$ cat src/rtl/esn_wout_dump.sv
// esn_wout_dump: epoch tracking plus atomic snapshot and 10-word valid/ready dump of readout weights and estimate.
module esn_wout_dump (
  input  logic         clk,
  input  logic         rst_N,
  input  logic [31:0]  est,
  input  logic [255:0] W_out,
  input  logic [5:0]   addr,
  input  logic         req,
  output logic [31:0]  out_data,
  output logic         out_valid,
  input  logic         out_ready,
  output logic         out_last,
  output logic         busy,
  output logic         dropped
);
  localparam logic S_IDLE = 1'b0;
  localparam logic S_SEND = 1'b1;
  logic         state;
  logic [3:0]   idx;
  logic [15:0]  epoch;
  logic [5:0]   prev_addr;
  logic [255:0] w_snap;
  logic [31:0]  est_snap;
  logic [15:0]  epoch_snap;
  logic [5:0]   addr_snap;
  logic [2:0]   wsel;
  logic [31:0]  word;
  always_ff @(posedge clk or negedge rst_N) begin
    if (!rst_N) begin
      state      <= S_IDLE;
      idx        <= 4'd0;
      epoch      <= 16'd0;
      prev_addr  <= 6'd0;
      w_snap     <= '0;
      est_snap   <= 32'd0;
      epoch_snap <= 16'd0;
      addr_snap  <= 6'd0;
      dropped    <= 1'b0;
    end else begin
      prev_addr <= addr;
      if (prev_addr == 6'd63 && addr == 6'd0) epoch <= epoch + 16'd1;
      if (state == S_IDLE) begin
        if (req) begin
          state      <= S_SEND;
          idx        <= 4'd0;
          dropped    <= 1'b0;
          w_snap     <= W_out;
          est_snap   <= est;
          epoch_snap <= epoch;
          addr_snap  <= addr;
        end
      end else begin
        if (req) dropped <= 1'b1;
        if (out_ready) begin
          state <= (idx == 4'd9) ? S_IDLE : S_SEND;
          idx   <= (idx == 4'd9) ? 4'd0 : idx + 4'd1;
        end
      end
    end
  end
  // Words 1..8 map to weights 0..7.
  assign wsel = 3'(idx - 4'd1);
  always_comb begin
    word = w_snap[{wsel, 5'b0} +: 32];
    word = (idx == 4'd0) ? {8'hE5, epoch_snap, 2'b00, addr_snap} : (idx == 4'd9) ? est_snap : word;
  end
  assign busy      = state;
  assign out_valid = state;
  assign out_last  = state && idx == 4'd9;
  assign out_data  = state ? word : 32'd0;
endmodule

$ cat config.mk
export PLATFORM = sky130hd
export DESIGN_NAME = esn_wout_dump
export DESIGN_NICKNAME = d
export VERILOG_FILES = /design/src/rtl/esn_wout_dump.sv
export SDC_FILE = /design/constraint.sdc
export NUM_CORES = 1
export LEC_CHECK = 0
export ABC_AREA = 0
export ABC_CLOCK_PERIOD_IN_PS = 5400
export CELL_PAD_IN_SITES_DETAIL_PLACEMENT = 0
export CELL_PAD_IN_SITES_GLOBAL_PLACEMENT = 2
export CORE_MARGIN = 5
export CORE_UTILIZATION = 34
export CTS_BUF_LIST = sky130_fd_sc_hd__clkbuf_4
export CTS_CLUSTER_DIAMETER = 50
export DETAILED_ROUTE_END_ITERATION = 10
export HOLD_SLACK_MARGIN = 0.02
export MAX_ROUTING_LAYER = met4
export PLACE_DENSITY = 0.94
export RECOVER_POWER = 50
export REMOVE_ABC_BUFFERS = 1
export SETUP_SLACK_MARGIN = 0.1
export SLEW_MARGIN = 40
export SYNTH_ARGS = -nofsm -noshare
export SYNTH_HDL_FRONTEND = slang
export SYNTH_SLANG_ARGS = --single-unit
$ cat constraint.sdc
create_clock -name clk -period 5.4 [get_ports clk]
set_clock_uncertainty 0.2 [all_clocks]
set_input_delay 1.08 -clock clk [delete_from_list [all_inputs] [get_ports clk]]
set_output_delay 1.08 -clock clk [all_outputs]
set_load 0.02 [all_outputs]
Word level (Yosys, flattened, before mapping)
Index checks and enable logic that the tools add are counted.
Widths: inputs -> output; s select.
- shifts and indexed selects: 1
- multiplexer cells: 14
- bitwise gates (word level): 1
- $add $sub $neg: 3
- reductions and logical operators: 7
- eq/ne operators: 3
- operators with widths (kind ; count):
    $shiftx 256x9->32 ; 1
    $mux 32 ; 3
    $add 16x1->16 const B ; 1
    $mux 4 ; 4
    $mux 1 ; 7
    $eq 6x6->1 const B ; 1
    $logic_not 6->1 ; 1
    $add 4x1->4 const B ; 1
    $eq 4x4->1 const B ; 1
    $logic_not 4->1 ; 1
    $reduce_and 2->1 ; 2
    $sub 3x1->3 const B ; 1
    $logic_and 1x1->1 ; 2
    $ne 2x2->1 const B ; 1
    $reduce_bool 2->1 ; 1
    $not 1->1 ; 1
- register bits: 338
- input port bits: 298
- word-level logic and storage cells: 38
- output and inout bits: 36

Depth between registers and ports, before layout
- depth after elaboration: 5
- gate-level depth with buffers: 11
- depth with buffers taken out: 6

Worst setup path before layout
OpenSTA, ideal clock, no wires.
- path kind: reg-to-output
- from: reg idx[0]
- to: out out_data[0]
- stages on the path, launching flop included: 11
- buffers on the path: 5
- slack: 1.486 ns
- required time: 4.120 ns
- arrival: 2.634 ns
- cell sequence: dfrtp_1 > clkbuf_2 > buf_4 > buf_2 > inv_1 > ha_1 > buf_2 > clkbuf_1 > mux4_2 > mux2i_1 > o21ai_0
- word-level cells in the longest chain between the ends: 5
- elaborated cells between the ends (all ways): 7
- those cells by class: add/sub: 1; eq/ne: 1; shift: 1; mux: 3; reduce/logical: 1
- ends and longest elaborated chain (item ; RTL line ; source):
    from (decl) ; 19 ; logic [3:0] idx;
    from (signal assigned) ; 56 ; idx <= (idx == 4'd9) ? 4'd0 : idx + 4'd1;
    $sub 3x1->3 ; 62 ; assign wsel = 3'(idx - 4'd1);
    $shiftx 256x9->32 ; 64 ; word = w_snap[{wsel, 5'b0} +: 32];
    $mux 32 ; 65 ; word = (idx == 4'd0) ? {8'hE5, epoch_snap, 2'b00, addr_snap} : (idx == 4'd9) ? est_snap : word;
    $mux 32 (*) ; 65 ;
    $mux 32 (*) ; 70 ; assign out_data = state ? word : 32'd0;
    to (decl) ; 9 ; output logic [31:0] out_data,
Every way passes the cells marked *; elsewhere a longest branch is shown, timed or not.

Worst setup path in the final report
- from: reg idx[0]
- to: out out_data[18]
Same word-level chain as after synthesis.

==> flow_summary_export.csv <==
group,metric,value,unit
global_routing,grt_util_met3,4.263,%
placed_design,port_buffers,333,
synth,synthDistinctLibCells,41,
power_and_ir_drop,comb_power_share,46.7,%
finish,syn_to_final_growth,33.75,%
clocking,cts_tree,"yes",
critical_path,cp-start-kind,"flip-flop",
power_and_ir_drop,intPower,7.540,mW
sta,layout_min_cycle_time,4.970,ns
synth,synth_top_area_share,55.60,%
power_and_ir_drop,p_total,12.32,mW
finish,finalNonFillerCells,2641,
synth,yosysWarnings,0,
sta,layout_setup_ws,0.4298,ns
routing,post_drt_wl_per_cell,17.04,um
placed_design,gp_congestion,0.7800,
floorplanning,dieArea,49080,sq um
placed_design,hpwl,30280,um
synth,synthXorXnorAreaFrac,1.044,%
floorplanning,initial_core_util,34.40,%
sta,tightest_slew,2.652,ns
routing,antenna_left,0,
critical_path,crit_path_max_incr_delay,0.69,ns
sta,rsz0062_at_grt,"no",
critical_path,critPathRequiredTime,4.12,ns
clocking,cts-root-buf,"clkbuf_4",
critical_path,path_class,"reg -> out",
critical_path,endpoint_kind,"primary output",
global_routing,grt_max_degree,129,
critical_path,worstPathMaxFanout,28,
floorplanning,placementRows,77,
sta,finalSetupViolCount,0,
routing,vias_per_cell,4.734,
placed_design,dp.cells,2469,
power_and_ir_drop,ir_drop,0.0003492,V
clocking,insertion_delay,0.77,ns
flow_run,drv_cap,4,
global_routing,grt_pass1_wl,72870,um
sta,clock.fmax,201.2,MHz
power_and_ir_drop,swShare,38.81,%
global_routing,grt.total_usage,18.89,%
power_and_ir_drop,pwr-share-clk,18.8,%
worst_hold_path,worstHoldPathType,"reg -> reg",
finish,fin_nets,2277,
synth,yosys.area.top_type,"dfrtp_1",
routing,first_pass_iters,8,
synth,ys_top_cells_by_area,"dfrtp_1 (56%), nand2_1 (23%), mux4_2 (9.5%)",
floorplanning,core,44220,sq um
synth,synthFlopType,"dfrtp_1",
sta,finalHoldViolCount,0,
global_routing,met1_usage,24.84,%
sta,slew_viol_final,192,
synth,synth_top_family_by_area,"simple AND/OR/NAND/NOR gates",
sta,slew_headroom,-77.26,%
finish,drive_gt1_share,11.93,%
global_routing,grt_overflow,0,
critical_path,path_buf_inv,3,
status,status,"complete, but fails checks",
synth,syn_area_per_cell,9.374,sq um
global_routing,first_global_vias,13450,
synth,ys_ff_latch,338,
floorplanning,chipWidth,221.5,um
routing,wl,45000,um
critical_path,critPathTopFamily,"buffers and inverters",
sta,min_period_over_period,92.04,%
synth,synth_edf_count,0,
critical_path,cp.arrival,3.69,ns
synth,synth_compound_area_share,2.903,%
global_routing,grt-busiest-layer,"met2",
finish,final_core_util,46.01,%
power_and_ir_drop,powerDensity,605.6,nW/um^2
power_and_ir_drop,p_leak,9.929,nW
synth,ys_seq_area_share,55.60,%
power_and_ir_drop,p_switching,4.783,mW
floorplanning,ios,334,
global_routing,antenna_found_initial,4,
sta,fin_setup_tns,0,ns
critical_path,critPathSlowestCell,"dfrtp_4",
routing,drc,0,
placed_design,place_ws,0.6982,ns
power_and_ir_drop,pwr-share-seq,34.5,%
synth,synthMuxAreaShare,11.79,%
synth,synthCells,1623,
routing,drt_iter0_drc,835,
global_routing,met2_usage,29.52,%
finish,fillerInstances,4213,
routing,num_vias,12500,
clocking,cts_buffers,92,
status,failed_checks,"max-capacitance violations, max-slew violations",
synth,synthAdderAreaFrac,0.3290,%
clocking,htree_levels,3,
clocking,cts_buffer_depth,3,
clocking,cts_sinks,338,
clocking,ctsResizeCount,0,
synth,synth_area,15210,sq um
clocking,clk_pin_slew,0.06,ns
critical_path,worstPathCellList,"inv_1 -> ha_4 -> buf_12 -> mux4_2 -> mux2i_1 -> o21ai_0 -> clkdlybuf4s50_1",
floorplanning,die_h,221.5,um
synth,yosys.area_share.simple,25.33,%
synth,ys_async_sr_fraction,100.0,%
timing repair:
action / CTS / global route
endpoints found under the hold margin: 0 / 33
endpoints found under the setup margin: 26 / 0
hold buffers: 0 / 1
setup buffers: 2 / 0
final timing paths:
kind | startpoint | to | depth (start not counted) | slack (ns)
worst max-delay path | idx[0] | out_data[18] | 7 | 0.43
worst min-delay path | w_snap[39] | w_snap[39] | 2 | 0.27
worst max register to register | busy | addr_snap[5] | 5 | 1.41
worst min register to register | w_snap[39] | w_snap[39] | 2 | 0.27
max in group asynchronous | rst_N | w_snap[88] | 4 | 0.87
min in group asynchronous | rst_N | w_snap[96] | 2 | 1.21
layout make-up:
cell class / count / area [sq um] / area share, %
antenna: 4 / 10.01 / 0.04919
timing repair buffer: 360 / 3622 / 17.80
sequential: 338 / 8462 / 41.59
clock buffer: 133 / 998.5 / 4.907
inverter: 5 / 18.77 / 0.09223
multi-input combinational: 1178 / 6320 / 31.06
clock inverter: 31 / 176.4 / 0.8670
tap: 592 / 740.7 / 3.640
metal layers:
| metal | vias to the layer above | wire [um] | share of wire [%] |
|---|---|---|---|
| met3 | 91 | 2288 | 5.1 |
| met4 | 0 | 1127 | 2.5 |
| met1 | 6056 | 20110 | 45 |
| met5 | - | 0 | 0 |
| met2 | 365 | 21480 | 48 |
| li1 | 5991 | - | - |
tightest hold or removal path, cell delays in order (launching register included):
cell     delay [ns]
dfrtp_1        0.34
nand2_1        0.05
nand2_1        0.05
synth_stat cells (7+ instances only):
library cell,number
clkbuf_1,76
buf_2,8
buf_4,7
a211oi_1,10
dfrtp_1,338
nand3_1,8
mux2i_1,33
buf_1,8
mux4_2,64
o21ai_0,21
nand4_1,10
xnor2_1,12
nand2_1,938
a22oi_1,22
nor2_1,16
sequential cells by signal (all words and copies together), names as in the netlist:
signal	cells
est_snap	32
prev_addr	6
dropped	1
epoch	16
busy	1
epoch_snap	16
idx	4
w_snap	256
addr_snap	6
power groups by stage:
stage	sequential (mW)	clock, mW	combinational (mW)
global route	4.39	2.54	6.37
CTS	4.25	2.41	5.87
global placement	4.26	0	5.57
detailed placement	4.28	0	5.73
floorplan	4.15	0	3.91
finish	4.25	2.31	5.76
cell usage in the layout, fill, tap and decap left out, drive strengths merged, types with 2 or more instances in the layout:
| cell | n |
|---|---|
| nand2 | 938 |
| dfrtp | 338 |
| clkdlybuf4s50 | 325 |
| clkbuf | 136 |
| mux4 | 64 |
| mux2i | 33 |
| o21ai | 27 |
| clkinv | 26 |
| buf | 24 |
| a22oi | 22 |
| nor2 | 16 |
| xnor2 | 12 |
| nand4 | 10 |
| a211oi | 10 |
| nand3 | 8 |
| dlygate4sd3 | 8 |
| inv | 7 |
| and3 | 6 |
| o221ai | 5 |
| diode | 4 |
| xor2 | 4 |
| ha | 4 |
| and2 | 3 |
| mux2 | 2 |
| nand2b | 2 |
| bufinv | 2 |
| nor3 | 2 |
per-stage QoR:
stage                     area [sq um]  hold slack, ns
after CTS                        20370         0.07158
after global routing             20350          0.2789
after floorplan                  14780          0.2403
after detailed placement         19150          0.2567
final                            20350          0.2670
after global placement           19140          0.2522
cell families after synthesis:
family / count (synthesis)
AO/OA/AOI/OAI: 67
adder cells (fa/ha/maj): 4
buffers and inverters: 107
flip-flops: 338
multiplexers: 99
AND/OR/NAND/NOR: 992
XOR/XNOR: 16
(Power assumes the default switching activity.)
